<file path="config.mk">
export PLATFORM = sky130hd
export DESIGN_NAME = lf_edge_period_capture
export DESIGN_NICKNAME = d
export VERILOG_FILES = /design/src/rtl/lf_edge_pkg.sv /design/src/rtl/lf_edge_fifo.sv /design/src/rtl/lf_edge_period_capture.sv
export SDC_FILE = /design/constraint.sdc
export NUM_CORES = 1
export LEC_CHECK = 0
export CAP_MARGIN = 5
export CORE_MARGIN = 4
export CORE_UTILIZATION = 50
export DETAILED_ROUTE_END_ITERATION = 10
export GPL_TIMING_DRIVEN = 0
export PLACE_DENSITY = 0.78
export SYNTH_ARGS = -nofsm -noshare
export SYNTH_HDL_FRONTEND = slang
export SYNTH_HIERARCHICAL = 1
export SYNTH_SLANG_ARGS = --single-unit
</file>
<file path="constraint.sdc">
create_clock -name clk -period 4.04 [get_ports clk]
set_clock_uncertainty 0.1 [all_clocks]
set_input_delay 0.404 -clock clk [delete_from_list [all_inputs] [get_ports clk]]
set_output_delay 0.404 -clock clk [all_outputs]
set_load 0.01 [all_outputs]
</file>
<file path="src/rtl/lf_edge_pkg.sv">
// Shared constants for the edge period capture block: default sizes and
// the layout of the {level, period} word pushed into the capture FIFO.
package lf_edge_pkg;

    localparam int CNT_W_DEF      = 15;
    localparam int DEPTH_DEF      = 4;
    localparam int WORD_W_DEF     = CNT_W_DEF + 1;
    localparam int LEVEL_BIT_DEF  = CNT_W_DEF;
    localparam int PERIOD_MSB_DEF = CNT_W_DEF - 1;
    localparam int PERIOD_LSB     = 0;

    // Word width for a given counter width: one level bit above the period.
    function automatic int word_w(input int cnt_w);
        return cnt_w + 1;
    endfunction

    // Bit index of the level flag for a given counter width.
    function automatic int level_bit(input int cnt_w);
        return cnt_w;
    endfunction

endpackage

</file>
<file path="src/rtl/lf_edge_fifo.sv">
// Small synchronous FIFO holding captured {level, period} words.
// Pointers wrap naturally because DEPTH is a power of two. A push into a
// full FIFO is accepted only when the head is popped in the same cycle;
// otherwise it is reported on o_drop and the contents stay untouched.
module lf_edge_fifo
    import lf_edge_pkg::*;
#(
    parameter int WIDTH = WORD_W_DEF,
    parameter int DEPTH = DEPTH_DEF
) (
    input  logic                     clk,
    input  logic                     rst_n,
    input  logic                     i_push,
    input  logic [WIDTH-1:0]         i_data,
    input  logic                     i_pop,
    output logic                     o_valid,
    output logic [WIDTH-1:0]         o_data,
    output logic [$clog2(DEPTH):0]   o_fill,
    output logic                     o_drop
);

    localparam int               AW        = $clog2(DEPTH);
    localparam logic [AW-1:0]    PTR_ONE   = {{(AW-1){1'b0}}, 1'b1};
    localparam logic [AW:0]      FILL_ONE  = {{AW{1'b0}}, 1'b1};
    localparam logic [AW:0]      FILL_FULL = (AW+1)'(DEPTH);

    logic [WIDTH-1:0] r_mem [DEPTH];
    logic [AW-1:0]    r_wr_ptr;
    logic [AW-1:0]    r_rd_ptr;
    logic [AW:0]      r_fill;

    logic w_pop;
    logic w_full;
    logic w_wr;

    // Pop and accepted-write qualification from current occupancy.
    always_comb begin
        w_pop  = i_pop && (r_fill != {(AW+1){1'b0}});
        w_full = (r_fill == FILL_FULL);
        w_wr   = i_push && (!w_full || w_pop);
    end

    // Storage write; contents need no reset since valid gates the output.
    always_ff @(posedge clk) begin
        if (w_wr) begin
            r_mem[r_wr_ptr] <= i_data;
        end
    end

    // Pointer and occupancy update, cleared by synchronous reset.
    always_ff @(posedge clk) begin
        if (!rst_n) begin
            r_wr_ptr <= {AW{1'b0}};
            r_rd_ptr <= {AW{1'b0}};
            r_fill   <= {(AW+1){1'b0}};
        end else begin
            if (w_wr) begin
                r_wr_ptr <= r_wr_ptr + PTR_ONE;
            end
            if (w_pop) begin
                r_rd_ptr <= r_rd_ptr + PTR_ONE;
            end
            case ({w_wr, w_pop})
                2'b10:   r_fill <= r_fill + FILL_ONE;
                2'b01:   r_fill <= r_fill - FILL_ONE;
                default: r_fill <= r_fill;
            endcase
        end
    end

    assign o_valid = (r_fill != {(AW+1){1'b0}});
    assign o_data  = r_mem[r_rd_ptr];
    assign o_fill  = r_fill;
    assign o_drop  = i_push && w_full && !w_pop;

endmodule

</file>
<file path="src/rtl/lf_edge_period_capture.sv">
// Measures the number of clk cycles between consecutive edges reported by an
// upstream edge detector (via a toggle) and queues {level, period} words.
// The first edge after reset or after enable rises only arms the counter.
module lf_edge_period_capture
    import lf_edge_pkg::*;
#(
    parameter int CNT_W = CNT_W_DEF,
    parameter int DEPTH = DEPTH_DEF
) (
    input  logic                     clk,
    input  logic                     rst_n,
    input  logic                     enable,
    input  logic                     edge_toggle,
    input  logic                     edge_state,
    input  logic                     clear_ovf,
    output logic                     out_valid,
    output logic [CNT_W:0]           out_data,
    input  logic                     out_ready,
    output logic [$clog2(DEPTH):0]   fill,
    output logic                     overflow
);

    localparam int               WORD_W  = word_w(CNT_W);
    localparam int               LVL_BIT = level_bit(CNT_W);
    localparam logic [CNT_W-1:0] CNT_MAX = {CNT_W{1'b1}};
    localparam logic [CNT_W-1:0] CNT_ONE = {{(CNT_W-1){1'b0}}, 1'b1};

    logic               r_toggle_q;
    logic [CNT_W-1:0]   r_cnt;
    logic               r_armed;
    logic               r_overflow;

    logic               w_event;
    logic               w_push;
    logic               w_drop;
    logic [CNT_W-1:0]   w_cnt_next;
    logic [WORD_W-1:0]  w_word;

    // Event detection, push qualification and next counter value.
    always_comb begin
        w_event = enable && (edge_toggle != r_toggle_q);
        w_push  = w_event && r_armed;
        w_word  = {WORD_W{1'b0}};
        w_word[LVL_BIT]     = edge_state;
        w_word[CNT_W-1:0]   = r_cnt;
        if (!enable) begin
            w_cnt_next = {CNT_W{1'b0}};
        end else if (w_event) begin
            w_cnt_next = CNT_ONE;
        end else if (r_cnt != CNT_MAX) begin
            w_cnt_next = r_cnt + CNT_ONE;
        end else begin
            w_cnt_next = r_cnt;
        end
    end

    // Toggle history; loaded from the input in reset so release is quiet.
    always_ff @(posedge clk) begin
        if (!rst_n) begin
            r_toggle_q <= edge_toggle;
        end else begin
            r_toggle_q <= edge_toggle;
        end
    end

    // Period counter and arming flag.
    always_ff @(posedge clk) begin
        if (!rst_n) begin
            r_cnt   <= {CNT_W{1'b0}};
            r_armed <= 1'b0;
        end else begin
            r_cnt <= w_cnt_next;
            if (!enable) begin
                r_armed <= 1'b0;
            end else if (w_event) begin
                r_armed <= 1'b1;
            end
        end
    end

    // Sticky overflow; a new drop wins over a simultaneous clear.
    always_ff @(posedge clk) begin
        if (!rst_n) begin
            r_overflow <= 1'b0;
        end else if (w_drop) begin
            r_overflow <= 1'b1;
        end else if (clear_ovf) begin
            r_overflow <= 1'b0;
        end
    end

    lf_edge_fifo #(
        .WIDTH (WORD_W),
        .DEPTH (DEPTH)
    ) u_fifo (
        .clk     (clk),
        .rst_n   (rst_n),
        .i_push  (w_push),
        .i_data  (w_word),
        .i_pop   (out_ready),
        .o_valid (out_valid),
        .o_data  (out_data),
        .o_fill  (fill),
        .o_drop  (w_drop)
    );

    assign overflow = r_overflow;

endmodule

</file>
==> metrics.md, run 1 <==
| Metric | Value |
|---|---|
| Run status | `completed` |
| Storage cell area | `~0.0025 mm2` |
| # H-tree levels | `3` |
| Power per Cell Area | `between 400 and 500 mW/mm2` |
| Post-layout utilization of the core | `59.82%` |
| Peak clock frequency supported by timing | `approximately 370 MHz` |
| CP Cell Sequence | `buf_2, buf_4, mux4_2, clkdlybuf4s50_1` |
| Nets@finish | `roughly 290` |
| Data arrival time of the critical path | `roughly 2.2 ns` |
| Root buf cell | `sky130_fd_sc_hd__clkbuf_8` |
| Placed standard-cell area | `between 0.004 and 0.005 mm2` |
| Non-Filler Cell Area, Final | `0.004315 mm2` |
| Share of power burned in registers | `around 58%` |
| Share of Yosys cell area claimed by the top area cell type | `roughly 52%` |
| Type of origin of the critical path | `register` |
| Time the worst path needs with I/O delays and setup | `2.718 ns` |
| Fraction of layout instances using a drive strength above 1 | `18.77%` |
| Worst r2r src | `r_toggle_q` |
| Gp weighted congestion | `~0.77` |
| Nature of the critical path endpoint | `primary output` |
| TritonCTS clock tree | `built` |
| Pre-CTS setup slack | `around 1 ns` |
| Number of sinks handled by clock tree synthesis | `91` |
| Worst ir drop on vdd | `approximately 160 uV` |
| Number of nets produced by synthesis | `approximately 250` |
| Most area-hungry cell type in the Yosys netlist | `sky130_fd_sc_hd__edfxtp_1` |
| Total Routed Length | `between 5 and 6 mm` |
| Instance count after placement with tap cells included | `360` |
| Worst setup slack for register-to-register paths | `about 1.6 ns` |
| Number of filler instances in the final layout | `572` |
| Highest fanout seen on the critical path | `10` |
| Library cell contributing the largest single delay on the critical path | `sky130_fd_sc_hd__mux4_2` |
| Horiz. Die Dim | `94.02 um` |
| Clock transition at the registers of the reported paths | `0.08 ns` |
| Met2 layer usage reported by global route | `between 20% and 30%` |
| Final slew viol count | `0` |
| Endpoint of the worst-slack reg-to-reg timing path | `u_fifo/r_mem[3][8]` |
| Critical path class | `register to primary output` |
| Die area | `a little under 0.009 mm2` |
| IO Count | `28` |
| Combinational Power Share | `around 3.7%` |
| Final Hold Vio Count | `0` |
| Initial antenna violation count | `0` |
| Total of warnings raised by yosys | `6` |
| Worst Reg-to-Reg Cells | `5` |
| Cell count after synthesis | `234` |
| Hold-fix buffers at CTS | `0` |
| Clock group share of total power | `approximately two fifths` |
| Worst-skew pair later-pin latency | `between 0.3 and 0.4 ns` |
| Layer carrying the most global-route usage | `met2` |
| RSZ-0062 raised after global routing | `false` |
| Relative slew slack | `41.91%` |
| PnR worst setup slack | `around 1.3 ns` |
| Wire length of the first global-routing pass | `10.32 mm` |
| Placed wire-length estimate | `between 3 and 4 mm` |
| Final Setup Violations | `0` |
| Worst hold path cell count | `2` |
| Via-to-Cell Ratio | `roughly 5.5` |
| Cts bufs inserted | `9` |
| Met1 capacity usage during global routing | `21.86%` |
| Total of max-cap violations | `0` |
| Worst Hold Path EP | `r_armed` |
| Initial Util | `51.28%` |
| Mapped Avg Cell Area | `about 16 um2` |
| Unique masters post-synth | `47` |
| Summed negative setup slack over all endpoints | `0 ns` |
| First-pass DRT Iterations | `4` |
| Sw Share | `between 20% and 30%` |
| Post-detailed-route DRC marker count | `0` |
| M3 GR Usage | `under 10%` |
| Actual transition at the worst max-transition pin | `between 0.8 and 0.9 ns` |
| Largest stage delay on the critical path | `between 0.5 and 0.6 ns` |
| Diodes inserted | `0` |
| Antenna violation net count after detailed routing | `0` |
| Sequential area share after synthesis | `between 60% and 70%` |
| Number of standard cells in the layout, taps in and fillers out | `between 300 and 400` |
| Average wire length per cell after detail routing | `between 15 and 20 um` |
| Number of synthesized register bits | `between 90 and 100` |
| Mapped cell area | `0.003700 mm2` |
| Post-CTS setup buffer count | `0` |
| Area of the placeable core | `between 0.007 and 0.008 mm2` |
| Total Routing Usage GR | `15.37%` |
| Via total after detailed routing | `~2,100` |
| Total overflow reported by the global router | `0` |
| Floorplan row count | `31` |
| Power Internal | `roughly 1.4 mW` |
| Post-CTS resize count | `0` |
| Pin count of the biggest net entering global routing | `17` |
| Violation count after the first detailed-route iteration | `~110` |
| # port buffers | `27` |
| Leakage power | `1.351 nW` |
| Fraction of the cycle the final worst path needs | `just under 70%` |
| Cells taking the most area after synthesis | `sky130_fd_sc_hd__edfxtp_1 (52%), sky130_fd_sc_hd__dfxtp_1 (15%), sky130_fd_sc_hd__mux4_2 (9.7%), sky130_fd_sc_hd__and2_1 (1.7%), sky130_fd_sc_hd__ha_1 (1.7%)` |
| Path type of the worst min-delay path | `register to register` |
| Area of combinational cells with multiple inputs | `around 0.0012 mm2` |
| Buffer depth of the longest clock path | `2` |
| Growth of design area from synthesis to finish | `16.64%` |
| Die H | `94.02 um` |
| Number of global-route vias before repair | `about 2,000` |
| Switching power | `355.0 uW` |
| Required time of the critical path | `about 3.5 ns` |
| Launch point of the worst hold path | `r_armed` |
[power groups by stage]
stage	Sequential [mW]	Combinational, mW	Clock (mW)
after floorplan	1.02	0.0367	0
after global placement	1.02	0.0639	0
after detailed placement	1.02	0.0648	0
after CTS	0.999	0.0649	0.685
after global routing	1.00	0.0704	0.726
final	0.999	0.0637	0.673
[routing by layer]
layer  vias up  share of wire [%]
li1        982                  -
met1      1017                 45
met2        50                 47
met3         7                5.6
met4         0                1.6
met5         -                  0
[worst max path at each step]
stage	cells past startpoint	end	slack, ns	startpoint
floorplan	5	u_fifo/r_mem[0][0]	1.92	edge_toggle
global placement	6	u_fifo/r_mem[0][8]	1.03	edge_toggle
detailed placement	6	u_fifo/r_mem[3][8]	0.98	edge_toggle
CTS	4	out_data[10]	1.27	register
global route	4	out_data[7]	1.18	register
finish	4	out_data[13]	1.32	register
[placed cells by master, fill, tap and decap left out, drive strengths merged, types with 2 or more instances in the layout]
| cell type | count |
|---|---|
| and3 | 5 |
| nand3 | 6 |
| clkinv | 2 |
| nand2 | 12 |
| ha | 5 |
| o41ai | 2 |
| clkbuf | 9 |
| xor2 | 6 |
| and2 | 10 |
| o21ai | 6 |
| a21oi | 9 |
| o31a | 3 |
| o31ai | 3 |
| nor2b | 3 |
| mux4 | 16 |
| dfxtp | 27 |
| inv | 8 |
| or3 | 6 |
| nand4 | 3 |
| mux2i | 3 |
| nor3 | 2 |
| nor4 | 2 |
| o21a | 3 |
| buf | 7 |
| or4 | 2 |
| nor2 | 9 |
| edfxtp | 64 |
| bufinv | 2 |
| clkdlybuf4s50 | 27 |
| o211ai | 2 |
| xnor2 | 2 |
| nand2b | 3 |
[layout make-up]
cell class / instances / area share (%)
well taps: 99 / 2.870
flip-flops and latches: 91 / 57.06
plain buffers: 7 / 1.015
multi-input cells: 130 / 27.14
clock inverters: 7 / 2.262
clock buffers: 9 / 2.870
repair buffers: 27 / 6.263
inverters: 6 / 0.5219
[cell families after synthesis]
kind of cell | Yosys count | synth area share [%]
xor gates and xnor gates | 8 | 1.894
and+or+nand+nor | 66 | 10.89
buffers and inverters | 13 | 1.792
AOI/OAI and AO/OA | 31 | 6.087
muxes | 19 | 10.55
adders and majority gates | 6 | 2.232
DFF | 91 | 66.55
[per-stage QoR]
stage | power [mW] | hold WS, ns
after global routing | 1.797 | 0.4342
after CTS | 1.749 | 0.3839
after detailed placement | 1.085 | 0.3571
after global placement | 1.084 | 0.3471
after floorplan | 1.056 | 0.3317
final | 1.735 | 0.3822
[sequential cells by signal, indices dropped and copies added (netlist names), named ones only]
name and cells:
u_fifo/r_mem 64, r_toggle_q 1, u_fifo/r_rd_ptr 2, overflow 1
r_cnt 15, u_fifo/r_wr_ptr 2, r_armed 1, u_fifo/o_fill 3
[synthesized netlist by cell type (all sizes together)]
| cell | count |
|---|---|
| edfxtp | 64 |
| dfxtp | 27 |
| mux4 | 16 |
| nand2 | 12 |
| and2 | 10 |
| a21oi | 9 |
| nor2 | 9 |
| buf | 7 |
| inv | 6 |
| nand3 | 6 |
| o21ai | 6 |
| or3 | 6 |
| xor2 | 6 |
| and3 | 5 |
| ha | 5 |
| mux2i | 3 |
| nand2b | 3 |
| nand4 | 3 |
| nor2b | 3 |
| o21a | 3 |
| o31a | 3 |
| o31ai | 3 |
| nor3 | 2 |
| nor4 | 2 |
| o211ai | 2 |
| o41ai | 2 |
| or4 | 2 |
| xnor2 | 2 |
| a2111oi | 1 |
| a211oi | 1 |
| and4 | 1 |
| fa | 1 |
| nand3b | 1 |
| nor4b | 1 |
| o311ai | 1 |
[critical path, delay by kind of cell (launching register included)]
family,cells,cell delay (ns)
mux,1,0.52
buf+inv,3,1.02
flops,1,0.31
(Power assumes the default switching activity.)
==> run 2, diff against run 1 <==
==> constraint.sdc (replaced) <==
create_clock -name clk -period 2.7 [get_ports clk]
set_clock_uncertainty 0.1 [all_clocks]
set_input_delay 0.27 -clock clk [delete_from_list [all_inputs] [get_ports clk]]
set_output_delay 0.27 -clock clk [all_outputs]
set_load 0.01 [all_outputs]
==> run 2 against run 1 <==
Against the previous run: global-route usage unchanged; via count decreased by 0.44%; die area unchanged; critical path type unchanged; highest routed layer unchanged; sequential share of layout area unchanged; clock-buffer cell count unchanged; clock power increased by 50%; design area unchanged; hold slack got worse by 0.069 ns; flip-flop and latch count unchanged; first-iteration DRC count increased by 38%.
==> metrics.md, run 2 (synthesis results as in run 1) <==
| Metric | Value |
|---|---|
| Hold-fix buffers at CTS | `0 (unchanged)` |
| Type of origin of the critical path | `register (unchanged)` |
| Horiz. Die Dim | `94.02 um (unchanged)` |
| Floorplan row count | `31 (unchanged)` |
| Storage cell area | `0.002462 mm2 (unchanged)` |
| First-pass DRT Iterations | `4 (unchanged)` |
| Largest Register | `u_fifo/r_mem (unchanged)` |
| Growth of design area from synthesis to finish | `16.64% (unchanged)` |
| Max FFs per register | `64 (unchanged)` |
| Fraction of layout instances using a drive strength above 1 | `18.84% (was 18.77%)` |
| Summed negative setup slack over all endpoints | `0 ns (unchanged)` |
| Leakage power | `1.351 nW (about the same)` |
| Final Setup Violations | `0 (unchanged)` |
| Combinational Power Share | `3.7% (about the same)` |
| Via-to-Cell Ratio | `5.459 (was 5.468)` |
| Instance count after placement with tap cells included | `360 (unchanged)` |
| Worst ir drop on vdd | `237.3 uV (was 158.8 uV)` |
| Gp weighted congestion | `0.7733 (unchanged)` |
| Library cell contributing the largest single delay on the critical path | `sky130_fd_sc_hd__mux4_2 (unchanged)` |
| Total Routing Usage GR | `15.37% (unchanged)` |
| Run status | `completed (unchanged)` |
| Violation count after the first detailed-route iteration | `148 (was 107)` |
| Total of max-cap violations | `0 (unchanged)` |
| Final Hold Vio Count | `0 (unchanged)` |
| TritonCTS clock tree | `built (unchanged)` |
| Endpoint of the worst-slack reg-to-reg timing path | `u_fifo/r_mem[3][8] (unchanged)` |
| CP Cell Sequence | `buf_2, buf_6, mux4_2, clkdlybuf4s50_1 (was buf_2, buf_4, mux4_2, clkdlybuf4s50_1)` |
| Worst Reg-to-Reg Cells | `5 (unchanged)` |
| Worst setup slack for register-to-register paths | `0.29 ns (was 1.63 ns)` |
| Number of filler instances in the final layout | `570 (was 572)` |
| Antenna violation net count after detailed routing | `0 (unchanged)` |
| Critical path class | `register to primary output (unchanged)` |
| Path type of the worst min-delay path | `input pin to register (was register to register)` |
| Via total after detailed routing | `2,047 (was 2,056)` |
| Most frequent standard cell in the layout excluding fill and tap cells | `sky130_fd_sc_hd__edfxtp_1 (unchanged)` |
| Time the worst path needs with I/O delays and setup | `about 2.5 ns` |
| Final slew viol count | `0 (unchanged)` |
| Placed standard-cell area | `0.004094 mm2 (unchanged)` |
| Post-detailed-route DRC marker count | `0 (unchanged)` |
| Fraction of the cycle the final worst path needs | `between 90 and 100%` |
| Area of combinational cells with multiple inputs | `0.001171 mm2 (unchanged)` |
| IO Count | `28 (unchanged)` |
| Diodes inserted | `0 (unchanged)` |
| Buffer depth of the longest clock path | `2 (unchanged)` |
| Root buf cell | `sky130_fd_sc_hd__clkbuf_8 (unchanged)` |
| Actual transition at the worst max-transition pin | `0.8710 ns (was 0.8713 ns)` |
| Nets@finish | `284 (was 285)` |
| Number of global-route vias before repair | `2,005 (unchanged)` |
| Non-Filler Cell Area, Final | `0.004315 mm2 (unchanged)` |
| Worst-skew pair later-pin latency | `0.36 ns (was 0.35 ns)` |
| Power per Cell Area | `601.8 mW/mm2 (was 402.1 mW/mm2)` |
| Most used cells in the layout excluding fill and tap cells | `sky130_fd_sc_hd__edfxtp_1 (64), sky130_fd_sc_hd__clkdlybuf4s50_1 (27), sky130_fd_sc_hd__dfxtp_1 (27) (unchanged)` |
| # port buffers | `27 (unchanged)` |
| # H-tree levels | `3 (unchanged)` |
| Worst r2r src | `r_toggle_q (unchanged)` |
| Clock group share of total power | `38.8% (about the same)` |
| Area of the placeable core | `0.007214 mm2 (unchanged)` |
| Worst hold path cell count | `1 (was 2)` |
| Required time of the critical path | `2.33 ns (was 3.54 ns)` |
| Number of standard cells in the layout, taps in and fillers out | `375 (was 376)` |
| Sw Share | `20.47% (was 20.46%)` |
| Cts bufs inserted | `9 (unchanged)` |
| Pin count of the biggest net entering global routing | `17 (unchanged)` |
| Worst Hold Path EP | `r_toggle_q (was r_armed)` |
| Die area | `0.008840 mm2 (unchanged)` |
| Power Internal | `2.065 mW (was 1.380 mW)` |
| RSZ-0062 raised after global routing | `false (unchanged)` |
| Switching power | `531.6 uW (was 355.0 uW)` |
| Nature of the critical path endpoint | `primary output (unchanged)` |
| Highest fanout seen on the critical path | `10 (unchanged)` |
| Clock transition at the registers of the reported paths | `0.08 ns (about the same)` |
| Initial Util | `51.28% (unchanged)` |
| Average wire length per cell after detail routing | `15.72 um (was 15.80 um)` |
| Initial antenna violation count | `0 (unchanged)` |
| Placed wire-length estimate | `3.888 mm (unchanged)` |
| Total Routed Length | `5.896 mm (was 5.939 mm)` |
| Share of power burned in registers | `57.5% (was 57.6%)` |
| Total overflow reported by the global router | `0 (unchanged)` |
| Relative slew slack | `41.93% (was 41.91%)` |
| Die H | `94.02 um (unchanged)` |
| Post-CTS setup buffer count | `0 (unchanged)` |
| Data arrival time of the critical path | `2.15 ns (was 2.21 ns)` |
| Wire length of the first global-routing pass | `10.32 mm (unchanged)` |
| Launch point of the worst hold path | `edge_toggle (was r_armed)` |
| Largest stage delay on the critical path | `0.51 ns (was 0.52 ns)` |
| Number of sinks handled by clock tree synthesis | `91 (unchanged)` |
| Peak clock frequency supported by timing | `approximately 400 MHz` |
run 2: cell types whose count changed in the layout (fill, tap and decap cells not counted), sizes merged:
cell,delta
buf,-1
run 2: layer usage:
metal	global-route usage [%]	share of wire, %	vias up
met3	3.686	4.8	7
met2	23.00	48	41
li1	-	-	981
met5	0	0	-
met1	21.86	46	1018
met4	5.776	1.6	0
run 2: how the worst max path moves through the flow:
| stage | cells past startpoint | startpoint | slack (ns) | to |
|---|---|---|---|---|
| floorplan | 5 | r_toggle_q | 0.68 | u_fifo/r_mem[0][0] |
| global placement | 6 | edge_toggle | -0.18 | u_fifo/r_mem[0][8] |
| detailed placement | 6 | edge_toggle | -0.22 | u_fifo/r_mem[3][8] |
| CTS | 4 | register | 0.06 | out_data[10] |
| global route | 6 | edge_toggle | 0.04 | u_fifo/r_mem[3][4] |
| finish | 4 | register | 0.18 | out_data[10] |
run 2: cell type report:
class	instances	share of cell area, %
inverters	6	0.5219
multi-input cells	130	27.14
repair buffers	27	6.263
plain buffers	6	1.015
clock buffers	9	2.870
clock inverters	7	2.262
well taps	99	2.870
flip-flops and latches	91	57.06
run 2: power by group through the flow:
stage               registers (mW)  logic, mW  clock network, mW
floorplan                     1.53     0.0548                  0
global placement              1.53     0.0956                  0
detailed placement            1.53     0.0969                  0
CTS                           1.49     0.0971               1.02
global route                  1.50      0.106               1.09
finish                        1.49     0.0956               1.01
run 2: per-stage QoR:
step | util [%] | hold WS, ns | power, mW | setup slack (ns)
after floorplan | - | 0.1977 | 1.580 | 0.6806
final | 59.82 | 0.3128 | 2.597 | 0.1763
after global routing | 59.82 | 0.3191 | 2.689 | 0.04421
after detailed placement | 56.75 | 0.3571 | 1.624 | -0.2223
after global placement | 56.75 | 0.3471 | 1.622 | -0.1778
after CTS | 59.82 | 0.3040 | 2.616 | 0.05921
run 2: critical path: cells and delay by family (launching register included):
| family | cells | cell delay, ns |
|---|---|---|
| buffers and inverters | 3 | 0.98 |
| muxes | 1 | 0.51 |
| DFF | 1 | 0.31 |
run 2: repair_timing:
item / 4_1_cts / 5_1_grt
resized for setup: 0 / 1
endpoints found under the setup margin: 0 / 10
hold endpoints to repair: 0 / 0
==> run 3, diff against run 2 <==
--- a/config.mk
+++ b/config.mk
@@ -7,10 +7,10 @@
 export LEC_CHECK = 0
 export CAP_MARGIN = 5
 export CORE_MARGIN = 4
-export CORE_UTILIZATION = 50
+export CORE_UTILIZATION = 30
 export DETAILED_ROUTE_END_ITERATION = 10
 export GPL_TIMING_DRIVEN = 0
-export PLACE_DENSITY = 0.78
+export PLACE_DENSITY = 0.55
 export SYNTH_ARGS = -nofsm -noshare
 export SYNTH_HDL_FRONTEND = slang
 export SYNTH_HIERARCHICAL = 1
==> constraint.sdc (replaced) <==
create_clock -name clk -period 2.7 [get_ports clk]
set_clock_uncertainty 0.1 [all_clocks]
set_input_delay 0.27 -clock clk [delete_from_list [all_inputs] [get_ports clk]]
set_output_delay 0.27 -clock clk [all_outputs]
set_load 0.02 [all_outputs]
==> run 3 against run 2 <==
Against the previous run: die area up 60%; highest routed layer unchanged; combinational power grew 11%; cell count increased by 19%; largest power group unchanged; power rose by 8.5%.
==> metrics.md, run 3 (synthesis results as in run 1) <==
| Metric | Value |
|---|---|
| Largest Register | `u_fifo/r_mem (unchanged)` |
| Placed standard-cell area | `0.004180 mm2 (was 0.004094 mm2)` |
| Number of filler instances in the final layout | `1,148 (was 570)` |
| Final slew viol count | `0 (unchanged)` |
| Time the worst path needs with I/O delays and setup | `2.567 ns (was 2.524 ns)` |
| Pin count of the biggest net entering global routing | `18 (was 17)` |
| Antenna violation net count after detailed routing | `0 (unchanged)` |
| Diodes inserted | `0 (unchanged)` |
| Area of combinational cells with multiple inputs | `0.001176 mm2 (was 0.001171 mm2)` |
| Cts bufs inserted | `9 (unchanged)` |
| Gp weighted congestion | `0.7039 (was 0.7733)` |
| Required time of the critical path | `2.33 ns (about the same)` |
| Number of standard cells in the layout, taps in and fillers out | `445 (was 375)` |
| Actual transition at the worst max-transition pin | `0.6179 ns (was 0.8710 ns)` |
| Nature of the critical path endpoint | `primary output (unchanged)` |
| Root buf cell | `sky130_fd_sc_hd__clkbuf_16 (was sky130_fd_sc_hd__clkbuf_8)` |
| Total overflow reported by the global router | `0 (unchanged)` |
| Overall power of the completed layout | `2.818 mW (was 2.597 mW)` |
| Relative slew slack | `58.80% (was 41.93%)` |
| Initial Util | `30.67% (was 51.28%)` |
| # port buffers | `27 (unchanged)` |
| Total Routed Length | `6.531 mm (was 5.896 mm)` |
| Wire length of the first global-routing pass | `10.67 mm (was 10.32 mm)` |
| Fraction of layout instances using a drive strength above 1 | `20.58% (was 18.84%)` |
| Total Routing Usage GR | `9.716% (was 15.37%)` |
| Horiz. Die Dim | `119.1 um (was 94.02 um)` |
| Critical path class | `register to primary output (unchanged)` |
| Violation count after the first detailed-route iteration | `97 (was 148)` |
| Most frequent standard cell in the layout excluding fill and tap cells | `sky130_fd_sc_hd__edfxtp_1 (unchanged)` |
| Final Hold Vio Count | `0 (unchanged)` |
| Post-CTS setup buffer count | `0 (unchanged)` |
| Average wire length per cell after detail routing | `14.68 um (was 15.72 um)` |
| Via total after detailed routing | `2,024 (was 2,047)` |
| Total of max-cap violations | `0 (unchanged)` |
| Worst-skew pair later-pin latency | `0.34 ns (was 0.36 ns)` |
| Nets@finish | `285 (was 284)` |
| Final Setup Violations | `0 (unchanged)` |
| Worst ir drop on vdd | `346.6 uV (was 237.3 uV)` |
| Number of sinks handled by clock tree synthesis | `91 (unchanged)` |
| Max FFs per register | `64 (unchanged)` |
| Fraction of the cycle the final worst path needs | `95.07% (was 93.47%)` |
| Initial antenna violation count | `0 (unchanged)` |
| Summed negative setup slack over all endpoints | `0 ns (unchanged)` |
| Run status | `completed (unchanged)` |
| Power per Cell Area | `628.2 mW/mm2 (was 601.8 mW/mm2)` |
| Storage cell area | `0.002462 mm2 (unchanged)` |
| Post-layout utilization of the core | `37.20% (was 59.82%)` |
| Post-detailed-route DRC marker count | `0 (unchanged)` |
| Die H | `119.1 um (was 94.02 um)` |
| Type of origin of the critical path | `register (unchanged)` |
| Most used cells in the layout excluding fill and tap cells | `sky130_fd_sc_hd__edfxtp_1 (64), sky130_fd_sc_hd__clkdlybuf4s50_1 (27), sky130_fd_sc_hd__dfxtp_1 (27) (unchanged)` |
| Peak clock frequency supported by timing | `389.6 MHz (was 396.2 MHz)` |
| Path type of the worst min-delay path | `input pin to register (unchanged)` |
| TritonCTS clock tree | `built (unchanged)` |
| RSZ-0062 raised after global routing | `false (unchanged)` |
| Placed wire-length estimate | `4.272 mm (was 3.888 mm)` |
| Number of global-route vias before repair | `2,051 (was 2,005)` |
| Data arrival time of the critical path | `2.20 ns (was 2.15 ns)` |
| IO Count | `28 (unchanged)` |
| Instance count after placement with tap cells included | `429 (was 360)` |
| Growth of design area from synthesis to finish | `21.27% (was 16.64%)` |
| Leakage power | `1.389 nW (was 1.351 nW)` |
| First-pass DRT Iterations | `4 (unchanged)` |
| Highest fanout seen on the critical path | `10 (unchanged)` |
| Via-to-Cell Ratio | `4.548 (was 5.459)` |
| Floorplan row count | `40 (was 31)` |
| Non-Filler Cell Area, Final | `0.004487 mm2 (was 0.004315 mm2)` |
| Clock transition at the registers of the reported paths | `0.06 ns (was 0.08 ns)` |
| # H-tree levels | `3 (unchanged)` |
| Post-CTS resize count | `2 (was 0)` |
| Buffer depth of the longest clock path | `2 (unchanged)` |
| Area of the placeable core | `0.01206 mm2 (was 0.007214 mm2)` |
| Die area | `0.01417 mm2 (was 0.008840 mm2)` |
| Hold-fix buffers at CTS | `0 (unchanged)` |
-- run 3: worst max-delay path: stages, from the launching register on --
cell	delay, ns
sky130_fd_sc_hd__dfxtp_1	0.31
sky130_fd_sc_hd__buf_1	0.36
sky130_fd_sc_hd__buf_4	0.31
sky130_fd_sc_hd__mux4_2	0.33
sky130_fd_sc_hd__clkdlybuf4s50_1	0.55
-- run 3: power by group --
part / internal [mW] / switching (mW)
clock: 0.669 / 0.548
combinational: 0.0526 / 0.0532
sequential: 1.49 / 0.00758
-- run 3: per-layer routing --
metal	wire [um]	global-route usage, %	up-vias
met5	0	0	-
met3	207	2.659	8
met1	3112	12.45	993
met2	3100	15.68	34
li1	-	-	989
met4	110	3.693	0
-- run 3: layout make-up --
class,count,area share (%)
Timing Repair Buffer,27,6.023
Tap cell,168,4.685
Clock buffer,10,5.326
Inverter,6,0.5020
Clock inverter,6,1.199
Buffer,7,1.171
Sequential cell,91,54.88
Multi-Input combinational cell,130,26.21
-- run 3: final timing paths --
path / from / to / slack [ns] / cells after the start
max reg2reg: r_cnt[0] / r_cnt[1] / 0.51 / 6
min reg2reg: r_armed / r_armed / 0.39 / 2
max: register / out_data[5] / 0.13 / 4
min: edge_toggle / r_toggle_q / 0.33 / 1
-- run 3: per-stage QoR --
step                      hold slack [ns]  setup slack [ns]
final                              0.3274            0.1332
after global routing               0.3277           0.01455
after CTS                          0.3224           0.05579
after detailed placement           0.3726           -0.2766
after global placement             0.3549           -0.2434
after floorplan                    0.1977            0.6806
